File: config.mk
export PLATFORM = sky130hd
export DESIGN_NAME = seq_mul_n
export DESIGN_NICKNAME = d
export VERILOG_FILES = /design/src/rtl/seq_mul_pkg.sv /design/src/rtl/seq_mul_n.sv
export SDC_FILE = /design/constraint.sdc
export NUM_CORES = 1
export LEC_CHECK = 0
export CAP_MARGIN = 10
export CORE_ASPECT_RATIO = 0.9
export CORE_MARGIN = 4
export CORE_UTILIZATION = 45
export CTS_CLUSTER_DIAMETER = 80
export CTS_CLUSTER_SIZE = 10
export DETAILED_ROUTE_END_ITERATION = 10
export HOLD_SLACK_MARGIN = 0.02
export PLACE_DENSITY = 0.73
export SLEW_MARGIN = 20
export SYNTH_ARGS = -nofsm -noshare
export SYNTH_HDL_FRONTEND = slang
export SYNTH_SLANG_ARGS = --single-unit
File: constraint.sdc
create_clock -name clk -period 3.8 [get_ports clk]
set_clock_uncertainty 0.2 [all_clocks]
set_input_delay 0.76 -clock clk [delete_from_list [all_inputs] [get_ports clk]]
set_output_delay 0.76 -clock clk [all_outputs]
set_load 0.01 [all_outputs]
File: src/rtl/seq_mul_pkg.sv
// rtl/seq_mul_pkg.sv - shared types and helpers for the sequential shift-and-add multiplier
package seq_mul_pkg;

    typedef enum logic [1:0] {
        IDLE = 2'd0,
        CALC = 2'd1,
        DONE = 2'd2
    } state_t;

    localparam int DEFAULT_WIDTH = 8;

    // Counter must hold the value WIDTH itself, not just WIDTH-1.
    function automatic int cnt_width(input int width);
        return $clog2(width + 1);
    endfunction

endpackage

File: src/rtl/seq_mul_n.sv
// rtl/seq_mul_n.sv - parametrised signed/unsigned shift-and-add multiplier with busy/done handshake
// Optional early termination on a zero multiplier is enabled by SEQ_MUL_EARLY_EXIT_EN.
module seq_mul_n
    import seq_mul_pkg::*;
#(
    parameter int WIDTH = DEFAULT_WIDTH
) (
    input  logic                 clk,
    input  logic                 rst,
    input  logic                 ld,
    input  logic                 sgn,
    input  logic [WIDTH-1:0]     a,
    input  logic [WIDTH-1:0]     b,
    output logic [2*WIDTH-1:0]   y,
    output logic                 busy,
    output logic                 done
);

    localparam int CNT_W = cnt_width(WIDTH);
    localparam int PW    = 2 * WIDTH;

    state_t             state;
    logic [PW-1:0]      ra;
    logic [PW-1:0]      acc;
    logic [WIDTH-1:0]   rb;
    logic [CNT_W-1:0]   cnt;
    logic               neg;

    logic [WIDTH-1:0]   mag_a;
    logic [WIDTH-1:0]   mag_b;
    logic               fin;

    // The most negative value negates to itself, which read unsigned is the correct magnitude.
    assign mag_a = (sgn && a[WIDTH-1]) ? -a : a;
    assign mag_b = (sgn && b[WIDTH-1]) ? -b : b;

`ifdef SEQ_MUL_EARLY_EXIT_EN
    // Finish once the multiplier is exhausted, but only after at least one iteration.
    assign fin = (cnt == '0) || ((rb == '0) && (cnt != CNT_W'(WIDTH)));
`else
    assign fin = (cnt == '0);
`endif

    always_ff @(posedge clk or negedge rst) begin
        if (!rst) begin
            state <= IDLE;
            ra    <= '0;
            acc   <= '0;
            rb    <= '0;
            cnt   <= '0;
            neg   <= 1'b0;
            y     <= '0;
            busy  <= 1'b0;
            done  <= 1'b0;
        end else begin
            case (state)
                IDLE, DONE: begin
                    if (ld) begin
                        ra    <= {{WIDTH{1'b0}}, mag_a};
                        rb    <= mag_b;
                        neg   <= sgn & (a[WIDTH-1] ^ b[WIDTH-1]);
                        acc   <= '0;
                        cnt   <= CNT_W'(WIDTH);
                        busy  <= 1'b1;
                        done  <= 1'b0;
                        state <= CALC;
                    end else begin
                        done  <= 1'b0;
                        state <= IDLE;
                    end
                end
                CALC: begin
                    if (fin) begin
                        y     <= neg ? -acc : acc;
                        done  <= 1'b1;
                        busy  <= 1'b0;
                        state <= DONE;
                    end else begin
                        if (rb[0]) begin
                            acc <= acc + ra;
                        end
                        ra  <= ra << 1;
                        rb  <= rb >> 1;
                        cnt <= cnt - CNT_W'(1);
                    end
                end
                default: begin
                    state <= IDLE;
                    busy  <= 1'b0;
                    done  <= 1'b0;
                end
            endcase
        end
    end

endmodule

## After elaboration in Yosys (flattened, before gate mapping)

Cells that the tools add are included.

- Flip-flop bits (word level): 65
- Input bits: 20
- Output and inout port bits: 18
- Logic and storage cells: 57

- Add/sub/neg operators: 5
- Equal/unequal tests: 6
- Mux-type cells: 24
- Bitwise operators: 2
- Reduce and logical (&&, ||, !) cells: 11

Operator list:

| kind | number |
|---|---|
| $mux 16 | 6 |
| $pmux 16 s2 | 2 |
| $mux 8 | 4 |
| $add 16x16->16 | 1 |
| $neg 16->16 | 1 |
| $neg 8->8 | 2 |
| $pmux 8 s2 | 1 |
| $mux 4 | 2 |
| $ne 2x2->1 const B | 4 |
| $pmux 4 s2 | 1 |
| $reduce_and 2->1 | 3 |
| $mux 1 | 5 |
| $logic_not 4->1 | 1 |
| $pmux 2 s2 | 1 |
| $reduce_and 4->1 | 1 |
| $sub 4x1->4 const B | 1 |
| $reduce_and 3->1 | 1 |
| $eq 2x1->1 const B | 1 |
| $eq 2x2->1 const B | 1 |
| $logic_and 1x1->1 | 2 |
| $logic_not 2->1 | 1 |
| $mux 2 | 1 |
| $pmux 1 s2 | 1 |
| $reduce_bool 2->1 | 1 |
| other kinds (3) | 3 |

## Logic depth before layout (Yosys ltp)

- Word-level depth: 4
- Mapped depth: 9
- Mapped depth without buffers: 9

## Worst setup path before layout

No wires, ideal clock.

- Kind: reg2reg
- From: register acc[2]
- To: register acc[14]
- Library setup time: 0.122 ns
- Arrival: 2.112 ns
- Data required time: 3.478 ns
- Path slack: 1.366 ns
- Cell stages (with the launch flop): 8
- Buffers on the path: 0
- Period minus slack after synthesis: 2.434 ns
- Cell sequence: dfrtp_1 > ha_1 > nor2b_1 > o31a_1 > o311ai_2 > a21oi_1 > or3_1 > a32o_1

- Longest elaborated chain between the ends: 4

Ends and longest elaborated chain:

| what | RTL line | text |
|---|---|---|
| from (decl) | seq_mul_n.sv:24 | `logic [PW-1:0] acc;` |
| from (signal assigned) | seq_mul_n.sv:80 | `acc <= acc + ra;` |
| $add 16x16->16 | seq_mul_n.sv:80 |  |
| $mux 16 | seq_mul_n.sv:79 | `if (rb[0]) begin` |
| $mux 16 | seq_mul_n.sv:73 | `if (fin) begin` |
| $pmux 16 s2 | seq_mul_n.sv:56 | `case (state)` |

No other way between the ends. The select of a mux whose other input is x is not followed.
A chain may end at the register's enable or synchronous reset.

## Worst setup path after layout

- From: register ra[0]
- To: register acc[14]

- Longest elaborated chain between the ends: 4

Ends and longest elaborated chain:

| what | RTL line | text |
|---|---|---|
| from (decl) | seq_mul_n.sv:23 | `logic [PW-1:0] ra;` |
| from (signal assigned) | seq_mul_n.sv:59 | `ra <= {{WIDTH{1'b0}}, mag_a};` |
| from (signal assigned) | seq_mul_n.sv:82 | `ra <= ra << 1;` |
| $add 16x16->16 | seq_mul_n.sv:80 |  |
| $mux 16 | seq_mul_n.sv:79 |  |
| $mux 16 | seq_mul_n.sv:73 |  |
| $pmux 16 s2 | seq_mul_n.sv:56 |  |

No other way between the ends. The select of a mux whose other input is x is not followed.

==> qor.log <==
qor: status.status finished, final reports clean
qor: critical_path.timing_worst_setup_path_type reg -> reg
qor: synthesis.synth_sequential_area_ratio 41.9%
qor: final_layout.insertedDiodeCount 0
qor: clocking.post_cts_hold_buffer_count 0
qor: global_routing.grt-ovfl-total 0
qor: floorplan.die_height 95.5 um
qor: detailed_routing.firstDrtPassIters 4
qor: synthesis.synth_xor_xnor_area_share 7.56%
qor: pwr.max-vdd-ir-drop 0.000272 V
qor: floorplan.floorplan.die_area 10,000 um2
qor: synthesis.synth_mux_area_share 0.262%
qor: global_routing.antenna_found_initial 0
qor: place.io_buffers 37
qor: critical_path.critPathSlowestCell sky130_fd_sc_hd__dfrtp_1
qor: synthesis.post_synth_main_area_contributors sky130_fd_sc_hd__dfrtp_1, sky130_fd_sc_hd__nand2_1, sky130_fd_sc_hd__o21ai_0
qor: worst_hold_path.worstHoldPathType reg -> reg
qor: final_layout.area_delta_synth_final 17.7%
qor: floorplan.initial_core_util 47.0%
qor: worst_hold_path.min_from y[7]$_DFFE_PN0P_
qor: clocking.later_pin_clock_latency_in_the_skew_report 0.34 ns
qor: place.place_congestion 0.876
qor: place.dp_hpwl 6130 um
qor: floorplan.rows 31
qor: timing.worst_hold_slack_across_all_endpoints 0.276 ns
qor: timing.layout_worst_path_cycle_share 73.0%
qor: critical_path.crit_path_max_incr_delay 0.43 ns
qor: clocking.cts_post_setup_buffers_inserted 0
qor: clocking.tritoncts built
qor: synthesis.yosys_warnings 0
qor: synthesis.synth.avg_cell_area 8.58 um2
qor: detailed_routing.via_count 3,245
qor: clocking.clock_path_buffers 2
qor: synthesis.synth_area_in_adders 7.07%
qor: pwr.p_leak 0.00201 uW
qor: floorplan.design.core.area 8150 um2
qor: synthesis.synth.top_cells.by_count sky130_fd_sc_hd__nand2_1, sky130_fd_sc_hd__dfrtp_1, sky130_fd_sc_hd__o21ai_0
qor: critical_path.crit_path_cell_trace ha_1 -> inv_1 -> fa_1 -> nor2b_1 -> o31a_1 -> o311ai_2 -> a21oi_1 -> or3_1 -> a32o_1
qor: timing.layout_min_cycle_time 2.77 ns
qor: detailed_routing.routed_via_density 5.54
qor: floorplan.dieWidth 105 um
qor: global_routing.grt_pass1_wl 14,700 um
qor: detailed_routing.detailedRoute.firstIterationViolations 134
qor: synthesis.dominant_combinational_cell_family_by_area_after_synthesis compound AO/OA/AOI/OAI gates
qor: synthesis.postSynthNetCount 487
qor: timing.report.final.hold_viol_count 0
qor: synthesis.syn-cell-area 3820 um2
qor: detailed_routing.antenna_violating_nets_post_route 0
qor: critical_path.worstSetupEndpointType register
qor: detailed_routing.post_dr_wirelength_cell 14.4 um
qor: global_routing.grt_max_degree 65
qor: detailed_routing.drc 0
qor: synthesis.synth-seq-cells 64
qor: clocking.cts_repair_resize_count 0
qor: timing.timing.fmax 361 MHz
qor: synthesis.synth_top_area_cell sky130_fd_sc_hd__dfrtp_1
qor: synthesis.synth_simple_gate_area_share 19.0%
qor: critical_path.worst-path-max-fanout 4
qor: job.timing.max_cap.violations 0
qor: final_layout.layout.nets 523
qor: final_layout.post_route_cells_drive_above_1_share 5.34%
qor: critical_path.worst_r2r_startpoint ra[0]$_DFFE_PN0P_
qor: timing.tns 0 ns
qor: critical_path.crit_required 3.83 ns
qor: synthesis.syn-instance-count 446
qor: critical_path.worstSetupStartpoint ra[0]$_DFFE_PN0P_
qor: floorplan.floorplan.io_pins 38
qor: synthesis.synthArstFlopShare 100%
qor: synthesis.most_used_standard_cell_by_instance_count_after_synthesis sky130_fd_sc_hd__nand2_1
qor: clocking.ctsRootBufferMaster sky130_fd_sc_hd__clkbuf_8
qor: timing.timing_max_transition_violations_final 0
qor: critical_path.timing.critical_path.arrival 2.80 ns
qor: detailed_routing.totalWireLength 8460 um
qor: timing.final-setup-viol-count 0
qor: clocking.cts-htree-levels 3
qor: clocking.clk_pin_slew 0.07 ns
qor: timing.tightest_slew 0.833 ns
qor: global_routing.grt_pass1_vias 3,151
qor: synthesis.yosys.cell_types.count 46
qor: synthesis.synth-compound-area-share 20.8%
qor: timing.grt_setup_unrepaired false
qor: critical_path.critPathTopFamily compound AO/OA/AOI/OAI gates
qor: synthesis.postSynth.topFlopCell sky130_fd_sc_hd__dfrtp_1
qor: pwr.powerDensity 782 nW/um2
qor: clocking.cts.sink_count 64
qor: synthesis.synth_enable_flop_cells 0
qor: global_routing.grt.total_usage 18.1%
qor: clocking.cts-buffers-inserted 9
qor: critical_path.setup.worst_path.start_class register
qor: critical_path.worst-path-buf-inv 1
qor: timing.slew-limit-headroom 44.5%
qor: synthesis.synthDominantCellAreaShare 41.9%
cell usage in the layout, fill, tap and decap left out, drive strengths merged, types with 4 or more instances in the layout:
master and n:
xnor2 14, clkbuf 14, a21oi 36, clkdlybuf4s50 36, o21ai 60, dfrtp 64, nor2b 6, or3 5
nor3 4, inv 19, nor2 22, nand2 88, xor2 19, a31oi 5, buf 5, nand3 17
nand2b 5, o31ai 6, ha 20
power by group:
| part | switching, uW | total [uW] | leakage [uW] | internal (uW) |
|---|---|---|---|---|
| clock network | 259 | 634 | 0.000113 | 374 |
| logic | 976 | 1680 | 0.00107 | 706 |
| registers | 257 | 1210 | 0.000831 | 951 |
| total | 1490 | 3520 | 0.00201 | 2030 |
logic make-up (layout without fill, tap and decap cells):
family / Yosys count / after routing
flops: 64 / 64
compound gates: 131 / 131
buf+inv: 35 / 76
fa+ha+maj: 21 / 21
mux: 1 / 1
xor+xnor: 33 / 33
simple gates: 161 / 161
final timing paths:
check                                      endpoint  slack (ns)  cells past startpoint
worst max-delay path            acc[14]$_DFFE_PN0P_        1.03                      9
worst min-delay path               y[7]$_DFFE_PN0P_        0.28                      2
worst max register to register  acc[14]$_DFFE_PN0P_        1.03                      9
worst min register to register     y[7]$_DFFE_PN0P_        0.28                      2
max in group asynchronous         y[11]$_DFFE_PN0P_        2.45                      2
min in group asynchronous        cnt[3]$_DFFE_PN0P_        0.38                      2
metal layers:
layer,global-route usage [%],wire [um],vias up
met1,23.1,3950,1545
li1,-,-,1629
met5,0,0,-
met4,5.03,108,0
met3,4.67,318,13
met2,30.8,4090,58
final cells by class:
class                      instances  area (um2)
multi-input combinational        347        2090
clock inverter                     2        35.0
tap                               99         124
fill                             759        3640
timing repair buffer              41         395
inverter                          19        71.3
clock buffer                      14         183
sequential                        64        1600
worst min-delay path, stage by stage (launching register included):
cell and delay, ns:
sky130_fd_sc_hd__dfrtp_1 0.34, sky130_fd_sc_hd__nand2_1 0.04, sky130_fd_sc_hd__o21ai_0 0.05
flip-flops by register name (all words and copies together) (netlist names):
name / cells
acc: 16
ra: 16
y: 16
rb: 8
cnt: 4
state: 2
busy: 1
neg: 1
through the flow:
stage	instance area [um2]	cells	total power, uW	worst slack (ns)	utilization, %
floorplan	3820	446	2380	1.37	-
global placement	4280	570	2820	1.02	52.6
detailed placement	4280	570	2890	0.942	52.6
CTS	4500	586	3540	1.05	55.3
global route	4500	586	3850	0.869	55.3
finish	4500	586	3520	1.03	55.3
(Power assumes the default switching activity.)
